==> src/rtl/mem_req_seq.sv <==
`default_nettype none
// ============================================================================
// Module   : mem_req_seq
// Brief    : Arbitrates Hack CPU fetch / data-read / data-write requests and
//            sequences one SPI memory transaction at a time, returning a
//            one-cycle done pulse per request and a CPU stall.
//            Optional macro MEM_TIMEOUT_EN adds a transaction timeout and a
//            sticky err_o flag.
// Revision : 1.0 - initial release
// ============================================================================
module mem_req_seq #(
    parameter int GAP_CYCLES     = 2,
    parameter int TIMEOUT_CYCLES = 64
) (
    input  logic        clk,
    input  logic        resetb,
    input  logic        fetch_req_i,
    input  logic [15:0] pc_i,
    input  logic        rd_req_i,
    input  logic        wr_req_i,
    input  logic [15:0] daddr_i,
    input  logic [15:0] wdata_i,
    input  logic        spi_csb_i,
    output logic        spi_start_o,
    output logic        spi_rwb_o,
    output logic        spi_sel_dest_o,
    output logic [15:0] spi_addr_o,
    output logic [15:0] spi_data_o,
    output logic        fetch_done_o,
    output logic        data_done_o,
    output logic        cpu_stall_o,
    output logic        err_o
);

    typedef enum logic [2:0] {
        S_IDLE      = 3'd0,
        S_ISSUE     = 3'd1,
        S_WAIT_LOW  = 3'd2,
        S_WAIT_HIGH = 3'd3,
        S_GAP       = 3'd4
    } state_t;

    localparam int c_GAP_W = (GAP_CYCLES > 1) ? $clog2(GAP_CYCLES) : 1;
    localparam logic [c_GAP_W-1:0] c_GAP_LAST = c_GAP_W'(GAP_CYCLES - 1);
    // With no gap configured the FSM returns straight to IDLE after done.
    localparam state_t c_POST_DONE = (GAP_CYCLES == 0) ? S_IDLE : S_GAP;

    state_t             r_state;
    state_t             w_next;
    logic               w_load;
    logic               w_req_any;
    logic               w_csb_rise;
    logic               w_timeout;
    logic               w_done;
    logic [c_GAP_W-1:0] r_gap_cnt;

    assign w_req_any  = fetch_req_i | rd_req_i | wr_req_i;
    assign w_csb_rise = (r_state == S_WAIT_HIGH) && spi_csb_i;
    assign w_done     = w_csb_rise | w_timeout;

`ifdef MEM_TIMEOUT_EN
    localparam int c_TO_W = $clog2(TIMEOUT_CYCLES + 1);
    localparam logic [c_TO_W-1:0] c_TO_LIMIT = c_TO_W'(TIMEOUT_CYCLES);

    logic [c_TO_W-1:0] r_to_cnt;
    logic              r_err;
    logic              w_waiting;

    assign w_waiting = (r_state == S_WAIT_LOW) || (r_state == S_WAIT_HIGH);
    // A genuine chip-select return in the same cycle wins over the timeout.
    assign w_timeout = w_waiting && (r_to_cnt == c_TO_LIMIT) && !w_csb_rise;
    assign err_o     = r_err;

    // Timeout counter: zero on entry into WAIT_LOW, saturates at the limit.
    always_ff @(posedge clk or negedge resetb) begin
        if (!resetb) begin
            r_to_cnt <= '0;
        end else if (r_state == S_ISSUE) begin
            r_to_cnt <= '0;
        end else if (w_waiting && (r_to_cnt != c_TO_LIMIT)) begin
            r_to_cnt <= r_to_cnt + c_TO_W'(1);
        end
    end

    // Sticky error flag, cleared only by reset.
    always_ff @(posedge clk or negedge resetb) begin
        if (!resetb) begin
            r_err <= 1'b0;
        end else if (w_timeout) begin
            r_err <= 1'b1;
        end
    end
`else
    assign w_timeout = 1'b0;
    assign err_o     = 1'b0;
`endif

    // State register.
    always_ff @(posedge clk or negedge resetb) begin
        if (!resetb) begin
            r_state <= S_IDLE;
        end else begin
            r_state <= w_next;
        end
    end

    // Next-state logic; requests are sampled only in IDLE.
    always_comb begin
        w_next = r_state;
        w_load = 1'b0;
        case (r_state)
            S_IDLE: begin
                if (w_req_any) begin
                    w_next = S_ISSUE;
                    w_load = 1'b1;
                end
            end
            S_ISSUE:     w_next = S_WAIT_LOW;
            S_WAIT_LOW: begin
                if (w_timeout) begin
                    w_next = c_POST_DONE;
                end else if (!spi_csb_i) begin
                    w_next = S_WAIT_HIGH;
                end
            end
            S_WAIT_HIGH: begin
                if (w_done) begin
                    w_next = c_POST_DONE;
                end
            end
            S_GAP: begin
                if (r_gap_cnt == c_GAP_LAST) begin
                    w_next = S_IDLE;
                end
            end
            default:     w_next = S_IDLE;
        endcase
    end

    // Gap counter runs only while in GAP.
    always_ff @(posedge clk or negedge resetb) begin
        if (!resetb) begin
            r_gap_cnt <= '0;
        end else if (r_state != S_GAP) begin
            r_gap_cnt <= '0;
        end else begin
            r_gap_cnt <= r_gap_cnt + c_GAP_W'(1);
        end
    end

    // Transaction descriptor: captured once in IDLE, held until the next load.
    always_ff @(posedge clk or negedge resetb) begin
        if (!resetb) begin
            spi_addr_o     <= 16'h0000;
            spi_data_o     <= 16'h0000;
            spi_rwb_o      <= 1'b1;
            spi_sel_dest_o <= 1'b0;
        end else if (w_load) begin
            if (wr_req_i) begin
                spi_addr_o     <= daddr_i;
                spi_data_o     <= wdata_i;
                spi_rwb_o      <= 1'b0;
                spi_sel_dest_o <= 1'b1;
            end else if (rd_req_i) begin
                spi_addr_o     <= daddr_i;
                spi_rwb_o      <= 1'b1;
                spi_sel_dest_o <= 1'b1;
            end else begin
                spi_addr_o     <= pc_i;
                spi_rwb_o      <= 1'b1;
                spi_sel_dest_o <= 1'b0;
            end
        end
    end

    assign spi_start_o  = (r_state == S_ISSUE);
    // The descriptor's destination identifies the owning request.
    assign fetch_done_o = w_done & ~spi_sel_dest_o;
    assign data_done_o  = w_done &  spi_sel_dest_o;
    // Stall releases on the done pulse so the CPU can consume the result.
    assign cpu_stall_o  = resetb & ~w_done & (w_req_any | (r_state != S_IDLE));

endmodule
`default_nettype wire

==> config.mk <==
export PLATFORM = sky130hd
export DESIGN_NAME = mem_req_seq
export DESIGN_NICKNAME = d
export VERILOG_FILES = /design/src/rtl/mem_req_seq.sv
export SDC_FILE = /design/constraint.sdc
export NUM_CORES = 1
export LEC_CHECK = 0
export CORE_MARGIN = 3
export CORE_UTILIZATION = 40
export CTS_BUF_LIST = sky130_fd_sc_hd__clkbuf_4
export DETAILED_ROUTE_END_ITERATION = 8
export HOLD_SLACK_MARGIN = 0.06
export PLACE_DENSITY_LB_ADDON = 0.08
export SLEW_MARGIN = 20
export SYNTH_ARGS = -nofsm -noshare
export SYNTH_HDL_FRONTEND = slang
export SYNTH_SLANG_ARGS = --single-unit
==> constraint.sdc <==
create_clock -name clk -period 4.3 [get_ports clk]
set_input_delay 0.645 -clock clk [delete_from_list [all_inputs] [get_ports clk]]
set_output_delay 0.645 -clock clk [all_outputs]
set_load 0.005 [all_outputs]
==> results.tsv <==
metric	value	unit
finalHoldViolations	0	
yosys.cell_types.count	26	
final_cells	279	
cap_violations	0	
clkLatencyLatePin	0.33	ns
drtIter0Drc	56	
synth-edff-count	0	
wl_per_cell	14.2	um
vias	1389	
synth.net_count	191	
setup_viol	0	
antenna_found_initial	0	
die_w	71.4	um
first_global_vias	1487	
synth.avg_cell_area	12.5	sq um
arrival	2.46	ns
timing.hold.ws	0.352	ns
synth_fa_ha_area_frac	0	
start_util	0.422	
fp-row-count	23	
numClockSinks	38	
cts_buffers	5	
h-tree-depth	2	
gp_congestion	0.828	
topRoutingLayerUsed	met4	
synth_area	0.00171	sq mm
cts_root_buf	clkbuf_4	
yosysSeqAreaShare	0.556	
cts_buffer_depth	2	
crit_path_end_kind	primary output	
dr.pass1.iters	4	
die_h	71.4	um
power_density	602	mW/mm^2
place_hpwl	3030	um
max_freq	0.322	GHz
design_area	0.00270	sq mm
drc	0	
worst_setup_path_start_kind	primary input	
tightest_slew	1.08	ns
routed_wl	3960	um
synth-compound-area-share	0.128	
ant_nets	0	
ir_worst_vdd	0.000351	V
synth_mux_area_frac	0.205	
viasPerCell	4.98	
layout-drive-gt1-share	0.179	
grt_pass1_wl	6600	um
finalSetupTns	0	ns
synth_flop_cell	dfrtp_1	
p_leak	1.09	nW
rsz0062_at_grt	false	
synth_warnings	0	
grt_overflow	0	
layout_commonest_cell	clkdlybuf4s50_1	
dr_wl_met2	2020	um
cp.required	3.65	ns
num_io_pins	93	
diodes	0	
route.met3.wl	381	um
ys_async_sr_fraction	1.00	
fin_crit_sh	0.722	
wl_met1	1520	um
grt.total_usage	0.165	
synth_top_family_by_area	multiplexers	
synth_seq_cells	38	
dieArea	0.00510	sq mm
clk_pin_slew	0.09	ns
final_cell_mix	90 x clkdlybuf4s50_1, 37 x dfrtp_1, 23 x a21oi_1, 17 x mux2i_1, 16 x mux2_2	
final_max_slew_viol_count	0	
core_region_area	0.00406	sq mm
critPathMaxFanout	19	
synth_xor_xnor_area_share	0	
post-route-util	0.666	
grt_max_degree	40	
nNetsFinal	283	
placed_area	0.00265	sq mm
syn_to_final_growth	57.7	%
yosys.area_share.simple	0.0679	
fin_crit	3.11	ns
dp_cells	272	
post_cts_resize_count	0	
post_cts_buffers	0	
fin_skew	0.00359	ns
min_path_type	primary input to asynchronous set/reset pin	
syn_inst	137	
ctsHoldBuffers	0	
io_buffers	91	
status	finished clean	
relSlewSlack	0.276	
path_class	primary input to primary output	
cts_tree	yes	
## layout make-up
class | instances | area, sq um
flip-flops and latches | 38 | 952
inverters | 3 | 11.3
fillers | 303 | 1360
well taps | 50 | 62.6
clock buffers | 7 | 52.6
repair buffers | 94 | 928
multi-input cells | 87 | 694
## cell usage after synthesis, types with 3 or more instances
master / n / area share
mux2_2: 16 / 0.11
a21oi_1: 23 / 0.067
nor2_1: 3 / 0.0066
and3_1: 3 / 0.011
inv_1: 3 / 0.0066
dfrtp_1: 37 / 0.54
mux2i_1: 17 / 0.099
a21oi_2: 10 / 0.051
buf_2: 3 / 0.0088
## stage by stage
stage          power (mW)  worst slack (ns)
2_1_floorplan        1.02              2.19
3_3_place_gp         1.45              1.22
3_5_place_dp         1.47              1.21
4_1_cts              1.65              1.19
5_1_grt              1.75              1.09
6_report             1.63              1.19
## path summary, 6_finish.rpt
check / start / cells past startpoint / to / slack, ns
worst min-delay path: resetb / 2 / spi_data_o[2] / 0.35
worst max-delay path: wr_req_i / 6 / cpu_stall_o / 1.19
worst max register to register: r_state[1] / 4 / spi_rwb_o / 2.31
worst min register to register: r_gap_cnt / 1 / r_gap_cnt / 0.44
max in group asynchronous: resetb / 2 / spi_rwb_o / 3.60
min in group clk: r_gap_cnt / 1 / r_gap_cnt / 0.44
## flip-flops by register name (all words and copies together) (netlist names)
name and count:
spi_addr_o 16, spi_data_o 16, r_state 3, r_gap_cnt 1, spi_rwb_o 1, spi_sel_dest_o 1
## logic make-up after synthesis
logic type             after synthesis
AOI/OAI and AO/OA                   35
other                                1
and+or+nand+nor                     18
DFF                                 38
buffers and inverters               12
muxes                               33
## power breakdown
part	switching [mW]	total [mW]	leakage [nW]	internal (mW)
clock network	0.100	0.175	0.0322	0.0743
registers	0.114	0.652	0.438	0.539
logic	0.290	0.799	0.624	0.508
## critical path, stage by stage
cell and delay, ns:
clkdlybuf4s50_1 0.47, or3_1 0.37, buf_4 0.21, nand2b_1 0.15, and3_1 0.17, clkdlybuf4s50_1 0.44
## layer usage
layer,vias to the layer above,GRT usage
met5,-,0
met4,0,0.0564
met3,5,0.0645
met2,59,0.291
met1,655,0.180
li1,670,-
Note: power is estimated with default switching activity, not from simulation.
